### config.mk
export PLATFORM = sky130hd
export DESIGN_NAME = oled_spi_tx
export DESIGN_NICKNAME = d
export VERILOG_FILES = /design/src/rtl/oled_spi_tx.sv
export SDC_FILE = /design/constraint.sdc
export NUM_CORES = 1
export LEC_CHECK = 0
export CORE_ASPECT_RATIO = 1.25
export CORE_MARGIN = 2
export CORE_UTILIZATION = 55
export DETAILED_ROUTE_END_ITERATION = 10
export GPL_ROUTABILITY_DRIVEN = 1
export PLACE_DENSITY = 0.79
export SETUP_SLACK_MARGIN = 0.1
export SYNTH_ARGS = -nofsm -noshare
export SYNTH_HDL_FRONTEND = slang
export SYNTH_SLANG_ARGS = --single-unit
### constraint.sdc
create_clock -name clk -period 2.8 [get_ports clk]
set_input_delay 0.56 -clock clk [delete_from_list [all_inputs] [get_ports clk]]
set_output_delay 0.56 -clock clk [all_outputs]
set_load 0.05 [all_outputs]
### src/rtl/oled_spi_tx.sv
// SPI transmit engine for the PmodOLEDrgb: serializes one command byte or one
// RGB565 pixel word per handshake, MSB first, framed by cs, with dc per transfer.
module oled_spi_tx #(
    parameter int unsigned CLK_DIV = 4
) (
    input  logic        clk,
    input  logic        resetn,
    input  logic        tx_valid,
    output logic        tx_ready,
    input  logic [15:0] tx_data,
    input  logic        tx_two_bytes,
    input  logic        tx_is_cmd,
    output logic        busy,
    output logic        done,
    output logic        sclk,
    output logic        mosi,
    output logic        cs,
    output logic        dc
);

    typedef enum logic [1:0] {
        IDLE,
        SETUP,
        SHIFT,
        GAP
    } state_t;

    localparam logic [7:0] PH_LAST = 8'(CLK_DIV - 1);

    state_t      state, state_n;
    logic [7:0]  phase, phase_n;
    logic [4:0]  bit_cnt, bit_cnt_n;
    logic [15:0] shreg, shreg_n;
    logic        two_q, two_n;
    logic        sclk_n, mosi_n, cs_n, dc_n, done_n;
    logic        phase_end;
    logic        last_bit;

    always_comb begin
        state_n   = state;
        phase_n   = phase;
        bit_cnt_n = bit_cnt;
        shreg_n   = shreg;
        two_n     = two_q;
        sclk_n    = sclk;
        mosi_n    = mosi;
        cs_n      = cs;
        dc_n      = dc;
        done_n    = 1'b0;
        phase_end = (phase == PH_LAST);
        last_bit  = (bit_cnt == (two_q ? 5'd15 : 5'd7));

        case (state)
            IDLE: begin
                if (tx_valid) begin
                    state_n   = SETUP;
                    phase_n   = '0;
                    bit_cnt_n = '0;
                    two_n     = tx_two_bytes;
                    dc_n      = ~tx_is_cmd;
                    cs_n      = 1'b0;
                    sclk_n    = 1'b0;
                    // 8-bit payloads are left-aligned so bit 15 is always next out
                    shreg_n   = tx_two_bytes ? tx_data : {tx_data[7:0], 8'h00};
                    mosi_n    = tx_two_bytes ? tx_data[15] : tx_data[7];
                end
            end
            SETUP: begin
                if (phase_end) begin
                    phase_n = '0;
                    state_n = SHIFT;
                    sclk_n  = 1'b1;
                end else begin
                    phase_n = phase + 8'd1;
                end
            end
            SHIFT: begin
                if (!phase_end) begin
                    phase_n = phase + 8'd1;
                end else begin
                    phase_n = '0;
                    if (sclk) begin
                        sclk_n = 1'b0;
                    end else if (last_bit) begin
                        state_n = GAP;
                        cs_n    = 1'b1;
                        mosi_n  = 1'b0;
                        done_n  = 1'b1;
                    end else begin
                        // next bit is presented on the rising edge, held across the fall
                        bit_cnt_n = bit_cnt + 5'd1;
                        sclk_n    = 1'b1;
                        shreg_n   = {shreg[14:0], 1'b0};
                        mosi_n    = shreg[14];
                    end
                end
            end
            GAP: begin
                if (phase_end) begin
                    phase_n = '0;
                    state_n = IDLE;
                end else begin
                    phase_n = phase + 8'd1;
                end
            end
            default: state_n = IDLE;
        endcase
    end

    always_ff @(posedge clk or negedge resetn) begin
        if (!resetn) begin
            state    <= IDLE;
            phase    <= '0;
            bit_cnt  <= '0;
            shreg    <= '0;
            two_q    <= 1'b0;
            sclk     <= 1'b0;
            mosi     <= 1'b0;
            cs       <= 1'b1;
            dc       <= 1'b1;
            done     <= 1'b0;
            tx_ready <= 1'b1;
            busy     <= 1'b0;
        end else begin
            state    <= state_n;
            phase    <= phase_n;
            bit_cnt  <= bit_cnt_n;
            shreg    <= shreg_n;
            two_q    <= two_n;
            sclk     <= sclk_n;
            mosi     <= mosi_n;
            cs       <= cs_n;
            dc       <= dc_n;
            done     <= done_n;
            tx_ready <= (state_n == IDLE);
            busy     <= (state_n != IDLE);
        end
    end

endmodule

==> impl_metrics.toml <==
[global_routing]
grt_max_degree = 39
grt.overflow.total = 0
antenna_found_initial = 0
grt_pass1_wl_um = 8350
grt_pass1_vias = 1809
grtUsageTotal_pct = 23.3

[timing]
fin_crit_sh_pct = 84.1
period_needed_ns = 2.35
maxSlewHeadroom_pct = 42.9
finClkSkew_ns = 0.00624
tightest_slew_ns = 0.857
hold_viol = 0
maxSlewViolCount = 0
tns_ns = 0
rsz0062_at_grt = "no"
max_freq_ghz = 0.425
setup_viol_count_final = 0

[cells_and_area]
nFillCells = 336
antenna-diode-count = 0
regArea_um2 = 955
multi_input_area_um2 = 1250
layout-drive-gt1-share_pct = 12.0
layout.nets = 295
layout-area-overhead-vs-synth_pct = 18.1

[synth]
synth_area_leader_cell = "dfrtp_1"
netlist.area_leader.share_pct = 38.2
syn_nets = 267
ys_seq_area_share_pct = 41.6
yosys-top-cells-count = "35 x dfrtp_1, 20 x mux2i_1, 19 x a21oi_1, 19 x nor2_1, 18 x nand2_1"
ys_seq_elements = 38
avgSynthCellArea_um2 = 9.64
post_synth_inst_count = 238
yosysUniqueCellTypes = 46
ys_warn_count = 0
netlist_top_cells_area = "dfrtp_1 38%, mux2i_1 8.7%, mux2_2 4.4%, ha_1 4.4%, a21oi_1 4.1%"
async_reset_ff_share_pct = 100
syn_area_um2 = 2290
synth_flop_cell = "dfrtp_1"
synth_edf_count = 0
synth.most_common_cell = "dfrtp_1"

[drt]
wl_um = 4770
wl_per_cell_um = 14.8
vias = 1829
dr.pass1.iters = 4
drc_errors = 0
via_per_inst = 5.66
antenna_left = 0
drt_iter0_markers = 146

[clock_network]
clock_sinks = 38
cts_tree = "built"
clock-root-buffer = "clkbuf_8"
clk_pin_slew_ns = 0.07
clockBufferDepth = 2
htreeDepth = 2
post_cts_resized = 0
insertion_delay_ns = 0.29
postCtsSetupBuffers = 0
cts_hold_buf = 0
cts_made_buffers = 5

[flow_run]
max_cap_viol_count = 0

[setup_path]
ff2ff_path_depth = 6
required_ns = 2.96
crit_arrival_ns = 2.52
reg2reg_slack_ns = 0.45
cp_max_fo = 16
reg2reg_from = "phase[0]"
start_kind = "register"
r2r_end = "shreg[6]"
cp-end-kind = "register"
path_class = "register to register"

[floorplan]
dieArea_um2 = 4710
io_pins = 28
initial_utilization_pct = 56.9
die_h_um = 76.2
core_um2 = 4030
row_count = 26
fp.dieW_um = 61.8

[pwr]
ir_drop_uv = 295
p_total_w = 0.00100
powerDensity_nw_per_um2 = 369
leakage_nw = 1.20

[status]
status = "finished, final reports clean"

[placed_design]
place.gp.congestion = 0.785
numPortBuffers = 27
dpl.hpwl_um = 3350

[hold_path]
holdCritPathClass = "input port to async pin"
[area by class of cell]
type                            count  area share [%]
Clock buffer                        7            3.19
Clock inverter                      1           0.185
Timing Repair Buffer               35            12.0
Inverter                            5           0.693
Tap cell                           56            2.59
Multi-Input combinational cell    181            46.1
Sequential cell                    38            35.2
[per-layer routing]
layer | GRT usage [%] | routed length (um) | vias to the layer above
met4 | 7.02 | 59 | 0
met5 | 0 | 0 | -
met2 | 36.5 | 2430 | 30
met3 | 5.09 | 120 | 5
met1 | 31.6 | 2170 | 878
li1 | - | - | 916
[power breakdown]
part	leakage, nW	total [W]	switching, W	internal, W
sequential	0.490	0.000549	0	0.000549
combinational	0.657	0.0000577	0.0000237	0.0000340
clock	0.0482	0.000394	0.000195	0.000199
total	1.20	0.00100	0.000219	0.000781
[sequential cells by signal, summed over array words and instances, names as in the netlist]
register  cells
mosi          1
done          1
cs            1
shreg        15
two_q         1
phase         8
state         2
bit_cnt       5
busy          1
sclk          1
dc            1
tx_ready      1
[cells in the final DEF (no fill, tap or decap), types with 8 or more instances in the layout]
cell / count
ha_1: 8
nand2b_1: 9
o22ai_1: 14
dfrtp_1: 35
clkdlybuf4s50_1: 26
a21oi_1: 19
mux2i_1: 20
buf_4: 8
and2_1: 8
mux2_2: 9
nand2_1: 18
nor2_1: 19
[worst max path at each step]
stage,start,to,slack (ns),cells after the start
final,phase[0],shreg[6],0.45,6
after global routing,state[0],shreg[11],0.16,6
after CTS,phase[0],shreg[2],0.44,6
after detailed placement,phase[0],shreg[2],0.46,6
after global placement,state[0],shreg[10],0.50,6
after floorplan,sclk,shreg[10],0.72,5
[cell families (layout without fill, tap and decap cells)]
family / after synthesis / in the layout / share of synthesized area, %
and+or+nand+nor: 79 / 79 / 17.7
adders and majority gates: 8 / 8 / 4.36
AOI/OAI and AO/OA: 58 / 58 / 16.6
muxes: 29 / 29 / 13.1
DFF: 38 / 38 / 41.6
xor gates and xnor gates: 7 / 7 / 2.67
buffers and inverters: 19 / 48 / 3.93
[through the flow]
| stage | hold WS, ns | cells | worst slack, ns | cell area [um^2] | utilization [%] |
|---|---|---|---|---|---|
| floorplan | 0.264 | 238 | 0.720 | 2290 | - |
| global placement | 0.465 | 315 | 0.501 | 2620 | 64.9 |
| detailed placement | 0.476 | 315 | 0.464 | 2620 | 64.9 |
| CTS | 0.403 | 323 | 0.440 | 2710 | 67.2 |
| global route | 0.440 | 323 | 0.163 | 2710 | 67.2 |
| finish | 0.373 | 323 | 0.445 | 2710 | 67.2 |
[worst max-delay path, stage by stage, from the launching register on]
cell and delay [ns]:
dfrtp_1 0.39, ha_1 0.24, or4b_4 0.50, a211oi_4 0.42
buf_4 0.35, mux2i_1 0.23, o22ai_1 0.09
No activity file was read; power rests on OpenSTA's default activity.
